**config.mk**
```make
export PLATFORM = sky130hd
export DESIGN_NAME = seq_divider
export DESIGN_NICKNAME = d
export VERILOG_FILES = /design/src/rtl/seq_divider.sv
export SDC_FILE = /design/constraint.sdc
export NUM_CORES = 1
export LEC_CHECK = 0
export CAP_MARGIN = 20
export CELL_PAD_IN_SITES_DETAIL_PLACEMENT = 1
export CELL_PAD_IN_SITES_GLOBAL_PLACEMENT = 1
export CORE_UTILIZATION = 42
export CTS_CLUSTER_SIZE = 28
export DETAILED_ROUTE_END_ITERATION = 10
export PLACE_DENSITY_LB_ADDON = 0.25
export SKIP_CTS_REPAIR_TIMING = 1
export SLEW_MARGIN = 20
export SYNTH_ARGS = -nofsm -noshare
export SYNTH_HDL_FRONTEND = slang
export SYNTH_SLANG_ARGS = --single-unit
```
**constraint.sdc**
```tcl
create_clock -name clk -period 4.1 [get_ports clk]
set_input_delay 0.41 -clock clk [delete_from_list [all_inputs] [get_ports clk]]
set_output_delay 0.41 -clock clk [all_outputs]
set_load 0.1 [all_outputs]
```
**src/rtl/seq_divider.sv**
```systemverilog
`timescale 1ns/1ps
// Sequential 32-bit divider: radix-2 restoring, one quotient bit per cycle.
// Handles MIPS DIV (signed) and DIVU (unsigned), with a divide-by-zero flag.
module seq_divider (
  input  logic        clk,
  input  logic        rst,
  input  logic        start,
  input  logic        is_signed,
  input  logic [31:0] dividend,
  input  logic [31:0] divisor,
  output logic        busy,
  output logic        done,
  output logic [31:0] quotient,
  output logic [31:0] remainder,
  output logic        div_by_zero
);

  typedef enum logic [1:0] {StIdle, StRun, StFix, StDone} state_e;

  state_e      state_q;
  logic [5:0]  cnt_q;
  logic [31:0] rem_q;
  logic [31:0] quo_q;
  logic [31:0] dvs_q;
  logic        neg_quo_q;
  logic        neg_rem_q;
  logic        dz_q;

  logic [31:0] dividend_mag;
  logic [31:0] divisor_mag;
  logic [32:0] shifted;
  logic [32:0] diff;
  logic [31:0] rem_step;
  logic [31:0] quo_step;
  logic [31:0] quo_fix;
  logic [31:0] rem_fix;

  // 32'h80000000 negates to itself, which is its correct 2^31 magnitude.
  always_comb begin
    dividend_mag = dividend;
    divisor_mag  = divisor;
    if (is_signed && dividend[31]) dividend_mag = ~dividend + 32'd1;
    if (is_signed && divisor[31])  divisor_mag  = ~divisor + 32'd1;
  end

  always_comb begin
    shifted  = {rem_q, quo_q[31]};
    diff     = shifted - {1'b0, dvs_q};
    rem_step = shifted[31:0];
    quo_step = {quo_q[30:0], 1'b0};
    if (!diff[32]) begin
      rem_step = diff[31:0];
      quo_step = {quo_q[30:0], 1'b1};
    end
  end

  // A zero divisor leaves the dividend magnitude in rem_q, so sign
  // correction alone restores the original dividend.
  always_comb begin
    quo_fix = neg_quo_q ? (~quo_q + 32'd1) : quo_q;
    rem_fix = neg_rem_q ? (~rem_q + 32'd1) : rem_q;
    if (dz_q) quo_fix = 32'hFFFF_FFFF;
  end

  always_ff @(posedge clk) begin
    if (rst) begin
      state_q     <= StIdle;
      cnt_q       <= 6'd0;
      rem_q       <= 32'd0;
      quo_q       <= 32'd0;
      dvs_q       <= 32'd0;
      neg_quo_q   <= 1'b0;
      neg_rem_q   <= 1'b0;
      dz_q        <= 1'b0;
      busy        <= 1'b0;
      done        <= 1'b0;
      quotient    <= 32'd0;
      remainder   <= 32'd0;
      div_by_zero <= 1'b0;
    end else begin
      case (state_q)
        StIdle, StDone: begin
          done <= 1'b0;
          if (start) begin
            state_q   <= StRun;
            cnt_q     <= 6'd0;
            rem_q     <= 32'd0;
            quo_q     <= dividend_mag;
            dvs_q     <= divisor_mag;
            neg_quo_q <= is_signed & (dividend[31] ^ divisor[31]);
            neg_rem_q <= is_signed & dividend[31];
            dz_q      <= (divisor == 32'd0);
            busy      <= 1'b1;
          end else begin
            state_q <= StIdle;
            busy    <= 1'b0;
          end
        end
        StRun: begin
          rem_q <= rem_step;
          quo_q <= quo_step;
          cnt_q <= cnt_q + 6'd1;
          if (cnt_q == 6'd31) state_q <= StFix;
        end
        StFix: begin
          quotient    <= quo_fix;
          remainder   <= rem_fix;
          div_by_zero <= dz_q;
          busy        <= 1'b0;
          done        <= 1'b1;
          state_q     <= StDone;
        end
        default: begin
          state_q <= StIdle;
          busy    <= 1'b0;
          done    <= 1'b0;
        end
      endcase
    end
  end

endmodule

```
==> flow_summary_export.csv, run 1 <==
group,metric,value,unit
run_status,status,"complete, no violations",
placement,port_buffers,134,
logic_synthesis,ys.flop_type,"dfxtp_1",
drt,routed_via_density,5.79,
logic_synthesis,ys_warn_count,0,
clock_tree,clock-sinks,174,
drt,wl_per_cell,18.1,um
clock_tree,insertion_delay,0.45,ns
finish,layout-drive-gt1-share,5.69,%
worst_setup_path,path_cells,"ha_1 -> a21oi_1 -> o21ai_0 -> a221oi_1 -> o21ai_0 -> a21oi_1 -> xnor2_2 -> buf_12 -> mux2i_1 -> o21ai_0",
drt,dr.pass1.iters,5,
placement,gp_congestion,0.888,
logic_synthesis,syn_area,10800,um^2
finish,n_antenna_cell,0,
pwr,fin_total_pwr,9140,uW
worst_setup_path,cp_data_required_time,4.39,ns
timing,fin_ws,0.675,ns
pwr,power.density,699,nW/um^2
logic_synthesis,netlist_top_cells_area,"dfxtp_1 32%, xor2_1 8.0%, a211oi_1 6.3%",
clock_tree,cts_buffers,17,
timing,rsz0062_at_grt,"false",
logic_synthesis,synth-edff-count,0,
logic_synthesis,yosysUniqueCellTypes,64,
logic_synthesis,synth_top_area_cell,"dfxtp_1",
clock_tree,cts_tree,"done",
timing,fin_crit,3.42,ns
logic_synthesis,synthTopCellsByCount,"174 x dfxtp_1, 155 x nand2_1, 151 x nor2_1",
worst_hold_path,hold_class,"in2reg",
placement,dpl_worst_slack,0.463,ns
drt,vias,10600,
logic_synthesis,async_reset_ff_share,0,%
die,start_util,43.0,%
grt,antenna_found_initial,0,
drt,wirelength,33100,um
worst_setup_path,critPathArrivalTime,3.72,ns
clock_tree,cts-root-buf,"clkbuf_16",
placement,dp_hpwl,24500,um
worst_setup_path,slowest_delay,0.55,ns
die,die_width,163,um
grt,grt_max_degree,101,
timing,hold_viol,0,
worst_setup_path,crit_slowest_cell,"dfxtp_1",
grt,grt_overflow,0,
placement,dp_cells,1792,
worst_setup_path,r2r_cells,10,
timing,worstMarginPinSlew,0.985,ns
clock_tree,clock_path_buffers,2,
logic_synthesis,yosys.area.top_type_share,32.1,%
logic_synthesis,ys_ff_latch,174,
worst_setup_path,cp_max_fo,31,
worst_setup_path,criticalPathCategory,"reg2reg",
flow_run,cap_violations,0,
timing,relSlewSlack,34.1,%
worst_setup_path,cp-end-kind,"register",
grt,grt_pass1_vias,10300,
timing,finalCritPeriodShare,83.5,%
grt,grt.total_usage,25.5,%
timing,maxSlewViolCount,0,
finish,fin_cells,1824,
worst_hold_path,hold_depth,2,
drt,drtIter0Drc,693,
finish,ff_latch_area,3480,um^2
timing,setup_viol,0,
pwr,ir_drop,0.503,mV
timing,fin_worst_skew,0.0117,ns
finish,fillers,3072,
logic_synthesis,synth_area_per_cell,7.78,um^2
grt,grt_first_pass_wirelength,54000,um
worst_setup_path,start_kind,"register",
finish,nNetsFinal,1590,
die,io_pins,135,
logic_synthesis,synth_fp_nets,1503,
die,die_height,163,um
logic_synthesis,synth_most_common_cell,"dfxtp_1",
finish,multi_input_area,6870,um^2
logic_synthesis,syn-instance-count,1394,
die,core_area,25300,um^2
timing,setup_tns,0,ns
die,fp-row-count,58,
clock_tree,htreeDepth,4,
finish,syn2layout_area_growth,20.6,%
die,die_area,26500,um^2
logic_synthesis,ys_seq_area_share,32.1,%
drt,ant_nets,0,
pwr,leakage,0.00471,uW
clock_tree,clkTransAtPathRegs,0.08,ns
worst_setup_path,crit_path_frequent_cell,"o21ai_0",
timing,fmax,292,MHz
drt,drc,0,
## cells by family after synthesis
kind of cell	after synthesis	share of synthesized area [%]
xor+xnor	147	11.9
fa+ha+maj	41	4.80
flops	174	32.1
compound gates	379	23.2
mux	25	2.31
simple gates	487	20.9
buf+inv	141	4.89
## critical path, delay by kind of cell, from the launching register on
| kind | cells | cell delay (ns) |
|---|---|---|
| AOI/OAI and AO/OA | 6 | 1.66 |
| xor gates and xnor gates | 1 | 0.18 |
| adders and majority gates | 1 | 0.42 |
| buffers and inverters | 1 | 0.25 |
| DFF | 1 | 0.55 |
| muxes | 1 | 0.21 |
## registers in the layout (all words and copies together), names as in the netlist
name and cells:
busy 1, cnt_q 6, div_by_zero 1, done 1, dvs_q 32, dz_q 1, neg_quo_q 1, neg_rem_q 1
quo_q 32, quotient 32, rem_q 32, remainder 32, state_q 2
## final timing paths
check	startpoint	end	slack (ns)
max	rem_q[24]	rem_q[3]	0.68
min	rst	quo_q[7]	0.33
max reg2reg	rem_q[24]	rem_q[3]	0.68
min reg2reg	dvs_q[31]	dvs_q[31]	0.45
## layout make-up
class | instances | share of cell area [%]
Multi-Input combinational cell | 1079 | 52.5
Sequential cell | 174 | 26.6
Tap cell | 330 | 3.16
Timing Repair Buffer | 155 | 11.5
Clock buffer | 17 | 3.25
Clock inverter | 15 | 1.33
Inverter | 54 | 1.55
## per-layer routing
layer	GRT usage, %	vias up	part of all wire (%)
met5	0	-	0
met4	5.48	0	0.95
met2	37.9	253	43
met3	4.58	25	6.2
li1	-	5200	-
met1	37.8	5075	50
## stage by stage
step	util (%)	hold WS [ns]	area (um^2)
after floorplan	-	0.432	10800
after global placement	49.4	0.439	12500
after detailed placement	49.4	0.447	12500
after CTS	51.8	0.320	13100
after global routing	51.8	0.339	13100
final	51.8	0.330	13100
## cells in the final DEF (no fill, tap or decap), drive strengths merged, types with 4 or more instances in the layout
cell type        n
a211oi          92
a21o             4
a21oi           64
a221oi           4
a31oi           36
a32oi           10
and2             7
and3             5
buf             22
clkbuf          17
clkdlybuf4s50  133
clkinv           6
dfxtp          174
ha              40
inv             61
mux2i           25
nand2          155
nand2b          14
nand3           46
nand4           14
nor2           151
nor2b            6
nor3            23
nor4            12
o211ai           8
o21a             4
o21ai           81
o22ai            4
o31ai           34
o41ai           13
or2              9
or3             21
or4             15
xnor2           48
xor2            99
## where the power goes
part	switching (uW)	internal, uW	total [uW]
registers	407	2130	2530
logic	3520	1430	4950
clock network	829	822	1650
(Power assumes the default switching activity.)
==> inputs of run 2 (changes only) <==
--- a/config.mk
+++ b/config.mk
@@ -8,7 +8,7 @@
 export CAP_MARGIN = 20
 export CELL_PAD_IN_SITES_DETAIL_PLACEMENT = 1
 export CELL_PAD_IN_SITES_GLOBAL_PLACEMENT = 1
-export CORE_UTILIZATION = 42
+export CORE_UTILIZATION = 38
 export CTS_CLUSTER_SIZE = 28
 export DETAILED_ROUTE_END_ITERATION = 10
 export PLACE_DENSITY_LB_ADDON = 0.25
==> constraint.sdc (replaced) <==
create_clock -name clk -period 3.03 [get_ports clk]
set_input_delay 0.303 -clock clk [delete_from_list [all_inputs] [get_ports clk]]
set_output_delay 0.303 -clock clk [all_outputs]
set_load 0.1 [all_outputs]
==> run 2 against run 1 <==
The flow now finishes with violations (setup timing). Clock power grew 38%. Sequential share of layout area shrank 2.0 points. Power grew 42%. Clock-buffer cell count grew 1. Critical path type unchanged. Largest power group unchanged.
==> flow_summary_export.csv, run 2 (same netlist as run 1, synthesis figures left out) <==
group,metric,value,unit
run_status,status,"finished with violations",
run_status,violations,"setup timing",
clock_tree,clock-sinks,174,
worst_setup_path,start_kind,"register",
grt,antenna_found_initial,0,
drt,dr.pass1.iters,6,
die,io_pins,135,
worst_setup_path,crit_path_frequent_cell,"or4_4",
grt,grt_max_degree,98,
drt,routed_via_density,5.58,
worst_setup_path,cp_max_fo,5,
finish,syn2layout_area_growth,30.5,%
clock_tree,htreeDepth,4,
placement,dp_hpwl,26700,um
timing,fin_worst_skew,0.0126,ns
clock_tree,cts_buffers,17,
pwr,fin_total_pwr,13000,uW
clock_tree,cts-root-buf,"clkbuf_16",
pwr,power.density,919,nW/um^2
die,start_util,38.8,%
timing,setup_viol,4,
clock_tree,clock_path_buffers,2,
timing,fin_ws,-0.0560,ns
finish,n_antenna_cell,0,
worst_hold_path,hold_class,"in2reg",
drt,vias,11100,
worst_setup_path,crit_family,"simple AND/OR/NAND/NOR gates",
timing,fmax,324,MHz
timing,worstMarginPinSlew,0.984,ns
worst_setup_path,crit_slowest_cell,"or4_2",
grt,grt.total_usage,24.5,%
finish,finalInstanceArea,14200,um^2
pwr,ir_drop,0.413,mV
finish,layout-drive-gt1-share,18.7,%
timing,rsz0062_at_grt,"true",
pwr,leakage,0.00549,uW
timing,hold_viol,0,
grt,grt_first_pass_wirelength,56900,um
clock_tree,cts_tree,"done",
die,core_area,27900,um^2
drt,drc,0,
worst_setup_path,criticalPathCategory,"reg2reg",
worst_setup_path,r2r_slack,-0.06,ns
finish,nNetsFinal,1714,
worst_setup_path,slowest_delay,0.70,ns
placement,post_dp_cell_area,13300,um^2
drt,ant_nets,0,
drt,wirelength,35800,um
placement,dpl_worst_slack,-0.298,ns
drt,wl_per_cell,18.0,um
worst_setup_path,cp-end-kind,"register",
grt,grt_pass1_vias,10700,
worst_setup_path,cp.buffers_inverters,0,
timing,fin_crit,3.09,ns
placement,gp_congestion,0.874,
die,die_height,171,um
clock_tree,insertion_delay,0.45,ns
timing,relSlewSlack,34.2,%
finish,final_cell_mix,"206 x buf_4, 169 x dfxtp_1, 154 x nand2_1",
clock_tree,clkTransAtPathRegs,0.08,ns
timing,maxSlewViolCount,0,
worst_setup_path,critPathArrivalTime,3.45,ns
worst_setup_path,path_cells,"or4_4 -> or4_4 -> or4_2 -> or3_4 -> o21ai_2 -> xnor2_1 -> nor2_1 -> a211oi_2",
placement,port_buffers,134,
die,fp-row-count,61,
finish,mostFrequentLayoutCell,"buf_4",
timing,finalCritPeriodShare,102,%
drt,drtIter0Drc,863,
die,die_area,29200,um^2
grt,grt_overflow,0,
worst_setup_path,cp_data_required_time,3.40,ns
flow_run,cap_violations,0,
die,die_width,171,um
finish,post-route-util,50.7,%
==> run 2: changes by cell type in the layout (fill, tap and decap cells not counted), sizes merged <==
cell,previous run,this run
clkinvlp,2,0
clkbuf,17,20
clkdlybuf4s50,133,68
buf,22,209
bufinv,0,1
==> run 2: per-stage QoR <==
stage	instances	hold WS (ns)	TNS (ns)
after floorplan	1394	0.432	0
after global placement	1956	0.442	-0.894
after detailed placement	1956	0.455	-7.82
after CTS	1988	0.174	-8.37
after global routing	1996	0.190	-0.674
final	1996	0.196	-0.191
==> run 2: final timing paths <==
kind | from | endpoint | cells past startpoint
max | quo_q[6] | quotient[30] | 8
min | rst | quo_q[12] | 2
max reg2reg | quo_q[6] | quotient[30] | 8
min reg2reg | dvs_q[31] | dvs_q[31] | 2
==> run 2: final cells by class <==
class | instances | area (um^2)
clock buffers | 18 | 429
clock inverters | 14 | 169
fillers | 3427 | 13800
flip-flops and latches | 174 | 3490
well taps | 378 | 473
inverters | 54 | 205
multi-input cells | 1079 | 7050
repair buffers | 279 | 2340
==> run 2: report_power, final <==
part	internal (uW)	switching, uW
Combinational	2280	5110
Sequential	2880	466
Clock	1180	1090
Total	6340	6670
==> run 2: metal layers <==
layer / vias up / track usage (%) / share of wire [%]
li1: 5452 / - / -
met5: - / 0 / 0
met4: 0 / 5.43 / 0.99
met1: 5416 / 37.0 / 51
met2: 243 / 37.0 / 44
met3: 26 / 2.48 / 4.2
==> run 2: worst reg2reg max path, cell delays in order (launching register included) <==
cell and delay (ns):
dfxtp_2 0.32, or4_4 0.52, or4_4 0.46, or4_2 0.70, or3_4 0.41, o21ai_2 0.16, xnor2_1 0.14, nor2_1 0.09
a211oi_2 0.20
